**src/rtl/exu_fpu_issue_ctl.sv**
```systemverilog
`default_nettype none
// ============================================================================
// Module      : exu_fpu_issue_ctl
// Description : Single-issue scheduler between decode and the pipelined FPU.
//               It takes at most one op per cycle from decode slot i0 or i1.
//               RAW and WAW hazards are checked against a 32-entry FP
//               register scoreboard. The single writeback port is protected
//               by a latency-slot reservation ring. Each issued op produces
//               a writeback strobe exactly L cycles after issue.
//
// Packet layouts (flat vectors):
//   *_pkt  [PKT_W-1:0] : [0] valid (ignored on input), [1] fma, [2] mv,
//                        [PKT_W-1:3] opaque op fields passed through
//   *_regs [19:0]      : {rd[19:15], rs3[14:10], rs2[9:5], rs1[4:0]}
//
// Ports:
//   clk, rst                 clock; synchronous active-high reset
//   iN_valid/pkt/regs        decode slot N operation
//   iN_src_fp [2:0]          {rs3,rs2,rs1} read FP regs (scoreboard-checked)
//   iN_rd_fp                 destination is an FP register
//   iN_ready                 slot N op issues this cycle
//   flush                    kill all in-flight work
//   issue_valid/pkt/slot     launched op, its packet and latency
//   wb_valid/rd/rd_fp        registered writeback strobe
//   sb_busy [31:0]           registered scoreboard
//   fpu_busy                 any op in flight
//
// Revision    : 1.0  initial release
// ============================================================================
module exu_fpu_issue_ctl #(
    parameter int FMA_LAT   = 4,
    parameter int ARITH_LAT = 3,
    parameter int MV_LAT    = 1,
    parameter int PKT_W     = 16
) (
    input  logic             clk,
    input  logic             rst,
    input  logic             i0_valid,
    input  logic [PKT_W-1:0] i0_pkt,
    input  logic [19:0]      i0_regs,
    input  logic [2:0]       i0_src_fp,
    input  logic             i0_rd_fp,
    output logic             i0_ready,
    input  logic             i1_valid,
    input  logic [PKT_W-1:0] i1_pkt,
    input  logic [19:0]      i1_regs,
    input  logic [2:0]       i1_src_fp,
    input  logic             i1_rd_fp,
    output logic             i1_ready,
    input  logic             flush,
    output logic             issue_valid,
    output logic [PKT_W-1:0] issue_pkt,
    output logic [2:0]       issue_slot,
    output logic             wb_valid,
    output logic [4:0]       wb_rd,
    output logic             wb_rd_fp,
    output logic [31:0]      sb_busy,
    output logic             fpu_busy
);

    localparam logic [2:0] c_FMA_LAT   = 3'(FMA_LAT);
    localparam logic [2:0] c_ARITH_LAT = 3'(ARITH_LAT);
    localparam logic [2:0] c_MV_LAT    = 3'(MV_LAT);

    if (FMA_LAT < 1 || FMA_LAT > 7 || ARITH_LAT < 1 || ARITH_LAT > 7 ||
        MV_LAT < 1 || MV_LAT > 7) begin : g_lat_check
        $error("exu_fpu_issue_ctl: latencies must be in 1..7");
    end

    // Reservation ring, slots 1..7. An op in registered slot k writes back
    // k cycles later. Slot 7 is never occupied in registered state (a
    // latency-7 op lands in slot 6 after the same-edge shift) but is kept so
    // the structural check indexes uniformly by latency.
    logic [7:1] r_ring_v;
    logic [7:1] r_ring_fp;
    logic [4:0] r_ring_rd [1:7];

    logic [7:1] w_ring_v;
    logic [7:1] w_ring_fp;
    logic [4:0] w_ring_rd [1:7];

    logic             w_sel_i1;
    logic             w_cand;
    logic [PKT_W-1:0] w_pkt;
    logic [19:0]      w_regs;
    logic [2:0]       w_src_fp;
    logic             w_rd_fp;
    logic [4:0]       w_rs1, w_rs2, w_rs3, w_rd;
    logic [2:0]       w_lat;
    logic             w_raw, w_waw, w_struct;
    logic             w_issue;
    logic [31:0]      w_sb_set, w_sb_clr;
    logic             w_unused_ok;

    // i1 is only considered when i0 is empty; it never bypasses a stalled i0.
    assign w_sel_i1 = ~i0_valid & i1_valid;
    assign w_cand   = i0_valid | i1_valid;
    assign w_pkt    = w_sel_i1 ? i1_pkt    : i0_pkt;
    assign w_regs   = w_sel_i1 ? i1_regs   : i0_regs;
    assign w_src_fp = w_sel_i1 ? i1_src_fp : i0_src_fp;
    assign w_rd_fp  = w_sel_i1 ? i1_rd_fp  : i0_rd_fp;

    assign w_rs1 = w_regs[4:0];
    assign w_rs2 = w_regs[9:5];
    assign w_rs3 = w_regs[14:10];
    assign w_rd  = w_regs[19:15];

    assign w_lat = w_pkt[1] ? c_FMA_LAT : (w_pkt[2] ? c_MV_LAT : c_ARITH_LAT);

    // Hazards look only at registered state, keeping ready off the wb path.
    assign w_raw    = (w_src_fp[0] & sb_busy[w_rs1]) |
                      (w_src_fp[1] & sb_busy[w_rs2]) |
                      (w_src_fp[2] & sb_busy[w_rs3]);
    assign w_waw    = w_rd_fp & sb_busy[w_rd];
    assign w_struct = r_ring_v[w_lat];

    assign w_issue  = w_cand & ~w_raw & ~w_waw & ~w_struct & ~flush & ~rst;

    assign issue_valid = w_issue;
    assign issue_pkt   = {w_pkt[PKT_W-1:1], w_issue};
    assign issue_slot  = w_lat;
    assign i0_ready    = w_issue & ~w_sel_i1;
    assign i1_ready    = w_issue &  w_sel_i1;

    assign w_unused_ok = w_pkt[0];

    // Insert the issuing op at slot L; the shift at the edge then moves it
    // to slot L-1 (or straight into wb_* for L=1), giving wb at t+L.
    always_comb begin
        w_ring_v  = r_ring_v;
        w_ring_fp = r_ring_fp;
        w_ring_rd = r_ring_rd;
        if (w_issue) begin
            w_ring_v[w_lat]  = 1'b1;
            w_ring_fp[w_lat] = w_rd_fp;
            w_ring_rd[w_lat] = w_rd;
        end
    end

    always_ff @(posedge clk) begin
        if (rst || flush) begin
            r_ring_v  <= '0;
            r_ring_fp <= '0;
            for (int k = 1; k <= 7; k++) begin
                r_ring_rd[k] <= '0;
            end
            wb_valid <= 1'b0;
            wb_rd    <= '0;
            wb_rd_fp <= 1'b0;
        end else begin
            wb_valid <= w_ring_v[1];
            wb_rd    <= w_ring_rd[1];
            wb_rd_fp <= w_ring_fp[1];
            for (int k = 1; k <= 6; k++) begin
                r_ring_v[k]  <= w_ring_v[k+1];
                r_ring_fp[k] <= w_ring_fp[k+1];
                r_ring_rd[k] <= w_ring_rd[k+1];
            end
            r_ring_v[7]  <= 1'b0;
            r_ring_fp[7] <= 1'b0;
            r_ring_rd[7] <= '0;
        end
    end

    // Same-rd set and clear cannot coincide: WAW holds the bit set through
    // the writeback cycle.
    assign w_sb_set = (w_issue  & w_rd_fp)  ? (32'd1 << w_rd)  : 32'd0;
    assign w_sb_clr = (wb_valid & wb_rd_fp) ? (32'd1 << wb_rd) : 32'd0;

    always_ff @(posedge clk) begin
        if (rst || flush) begin
            sb_busy <= '0;
        end else begin
            sb_busy <= (sb_busy & ~w_sb_clr) | w_sb_set;
        end
    end

    assign fpu_busy = (|r_ring_v) | wb_valid;

endmodule
`default_nettype wire
```
**config.mk**
```make
export PLATFORM = sky130hd
export DESIGN_NAME = exu_fpu_issue_ctl
export DESIGN_NICKNAME = d
export VERILOG_FILES = /design/src/rtl/exu_fpu_issue_ctl.sv
export SDC_FILE = /design/constraint.sdc
export NUM_CORES = 1
export LEC_CHECK = 0
export ABC_AREA = 0
export CORE_MARGIN = 3
export CORE_UTILIZATION = 47
export CTS_BUF_LIST = sky130_fd_sc_hd__clkbuf_4 sky130_fd_sc_hd__clkbuf_8 sky130_fd_sc_hd__clkbuf_16
export DETAILED_ROUTE_END_ITERATION = 10
export PLACE_DENSITY = 0.79
export SETUP_SLACK_MARGIN = 0.3
export SYNTH_ARGS = -nofsm -noshare
export SYNTH_HDL_FRONTEND = slang
export SYNTH_SLANG_ARGS = --single-unit
export TNS_END_PERCENT = 5
```
**constraint.sdc**
```tcl
create_clock -name clk -period 4 [get_ports clk]
set_clock_uncertainty 0.1 [all_clocks]
set_input_delay 0.6 -clock clk [delete_from_list [all_inputs] [get_ports clk]]
set_output_delay 0.6 -clock clk [all_outputs]
set_load 0.05 [all_outputs]
```
==> results of run 1 <==
-- registers in the layout (all words and copies together), names as in the netlist --
name       flops
sb_busy       32
r_ring_v       6
r_ring_fp      6
wb_rd_fp       1
wb_valid       1
r_ring_rd     30
wb_rd          5
-- final timing paths --
kind,endpoint,slack [ns]
worst max-delay path,i0_ready,0.37
worst min-delay path,r_ring_fp[4],0.33
worst max register to register,r_ring_rd[27],1.22
worst min register to register,r_ring_fp[4],0.33
-- critical path, cell delays in order --
cell	delay [ns]
buf_8	0.10
nand2b_4	0.21
buf_4	0.18
a21boi_2	0.14
buf_6	0.14
buf_6	0.13
nor2_1	0.05
o2bb2ai_1	0.12
o311a_1	0.37
a221o_2	0.33
o211a_4	0.16
nand2b_4	0.09
buf_6	0.12
nor2_4	0.04
buf_12	0.14
-- layer usage --
layer / up-vias / part of all wire (%) / global-route usage, %
met5: - / 0 / 0
met4: 0 / 3.9 / 13.9
met3: 57 / 10 / 6.69
met2: 354 / 46 / 50.3
met1: 2748 / 40 / 42.0
li1: 2673 / - / -
-- synthesized netlist by cell type, types with 2 or more instances --
library cell	count	area, um^2
nand2_1	121	454
dfxtp_1	81	1620
mux2i_1	43	430
o31ai_1	36	270
o211ai_1	26	195
nor2_1	25	93.8
and2_1	21	131
a21oi_1	20	100
a31oi_1	17	106
inv_1	17	63.8
a211oi_1	14	105
clkbuf_1	14	52.6
nor3_1	12	60.1
o21ai_0	12	60.1
o221ai_1	9	78.8
o311ai_0	9	78.8
buf_6	8	90.1
nand2b_1	8	50.1
nand3_1	8	40.0
buf_2	7	35.0
mux4_2	7	158
or3_1	7	43.8
buf_4	6	45.0
nand3b_1	5	37.5
nor4bb_1	5	50.1
and3_1	4	25.0
mux2_2	4	45.0
nor3b_1	4	30.0
a21o_1	3	22.5
buf_1	3	11.3
nor2b_1	3	18.8
a2111oi_0	2	17.5
a221oi_1	2	17.5
a32oi_1	2	17.5
and3b_1	2	17.5
mux2i_2	2	27.5
nand4bb_1	2	22.5
o211a_1	2	20.0
o21a_1	2	15.0
o22ai_1	2	12.5
-- cells by family after synthesis --
kind of cell | share of synthesized area (%)
and+or+nand+nor | 22.6
DFF | 32.2
muxes | 14.1
AOI/OAI and AO/OA | 25.2
buffers and inverters | 5.91
other | 0.0744
-- power by group --
part	internal [uW]	switching (uW)	total, uW	leakage (uW)
logic	306	321	627	0.00235
clock network	363	319	682	0.000117
registers	816	4.59	821	0.000657
-- through the flow --
step	power [uW]	cells	TNS (ns)
final	2130	954	0
after global routing	2200	954	0
after CTS	2100	942	0
after detailed placement	1410	921	-0.722
after global placement	1400	921	-0.451
after floorplan	1130	609	-0.108
-- layout make-up --
class,instances,area (um^2)
multi-input cells,473,3350
repair buffers,231,2370
flip-flops and latches,81,1620
inverters,17,71.3
fillers,792,2550
well taps,136,170
clock inverters,7,111
clock buffers,9,124
-- what timing repair did --
item / 4_1_cts / 5_1_grt
setup buffers: 4 / 11
resized for setup: 29 / 40
cloned: 1 / 1
pin swaps: 6 / 19
setup endpoints to repair: 4 / 4
==> run summary, run 1 <==
Status -> complete, no violations
Pwr dens -> 273 nW/um^2
Die width -> 110 um
Yosys Warn Count -> 0
Worst Path Arrival -> 2.93 ns
Hold wc startpoint -> r_ring_fp[5]
Kind of end point of the critical path -> output pin
P_leak -> 0.00313 uW
Commonest cells after routing, fill and taps aside -> 121 x nand2_1, 109 x clkdlybuf4s50_1, 81 x buf_4, 81 x dfxtp_1, 41 x mux2i_1
Peak VDD IR -> 0.000329 V
Via count -> 5,832
Post-synth EDFFs -> 0
Gr ovfl total -> 0
First-pass GRT wire length -> 29,400 um
Post-route minimum period -> 3.63 ns
Predominant post-synthesis flop cell -> dfxtp_1
GP Congestion -> 0.976
Crit path max fanout -> 7
Final Core Density -> 75.4%
Bufs on Longest Clock Path -> 2
Setup violators final -> 0
Pre-CTS setup slack -> -0.207 ns
Drt first-iter violations -> 518
Die height -> 110 um
Final hold viol count -> 0
Tightest Pin Transition -> 0.629 ns
Post-route cell area -> 7820 um^2
Final net count -> 898
Hold Buf Count CTS -> 0
Hold depth -> 1
WP data required -> 3.30 ns
Layout cells sized above 1 -> 22.6%
Num CTS Buffers -> 9
Area Growth Syn to Fin -> 55.1%
Worst-skew pair later-pin latency -> 0.36 ns
Clock Tree Root -> clkbuf_8
Final period util -> 90.7%
Starting Density -> 48.6%
Drt pass-1 iters -> 5
Core area -> 10,400 um^2
Port-buffer cells -> 144
RR Startpoint -> sb_busy[24]
Post-Syn Area -> 5040 um^2
Floorplan row count -> 37
CTS tree -> yes
Detailed placer's ending HPWL -> 14,400 um
Slew Viols, Final -> 0
Setup ws final -> 0.370 ns
DRC -> 0
Cell variety after synth -> 66
Hold Slack -> 0.332 ns
Worst Hold Class -> flop to flop
Startpoint Class -> input pin
Largest net degree at the start of global routing -> 74
Asr flop ratio synth -> 0%
Via density -> 6.11
Synth Register Bits -> 81
Syn Inst Count -> 603
Antenna-violating nets left -> 0
Max-cap violations -> 0
Syn avg cell area -> 8.35 um^2
Crit path launch -> i0_valid
Worst setup path class -> input pin to output pin
Routed wire length -> 19,900 um
Top Ports -> 147
Sequential area share after synthesis -> 32.2%
Max Freq -> 0.276 GHz
Worst-path clk slew -> 0.09 ns
Most common cell after layout, fill and taps aside -> nand2_1
Cells on worst reg2reg path -> 11
ANT cells -> 0
RSZ-0062 raised after global routing -> true
H-tree Lvls -> 3
Clk sinks -> 81
Die area -> 12,000 um^2
DP Area -> 7200 um^2
Headroom to the max-slew limit -> 58.1%
Initial antenna violation count -> 0
Vias in the first global route -> 5,539
Wire per inst -> 20.8 um
GRT Util Overall -> 31.9%
No activity file was read; power rests on OpenSTA's default activity.
==> inputs of run 2 (changes only) <==
CAP_MARGIN = 10   (was not set)
CTS_BUF_LIST = not set   (was sky130_fd_sc_hd__clkbuf_4 sky130_fd_sc_hd__clkbuf_8 sky130_fd_sc_hd__clkbuf_16)
==> results of run 2 <==
No change in the layout: final DEF, timing and power equal those of run 1.
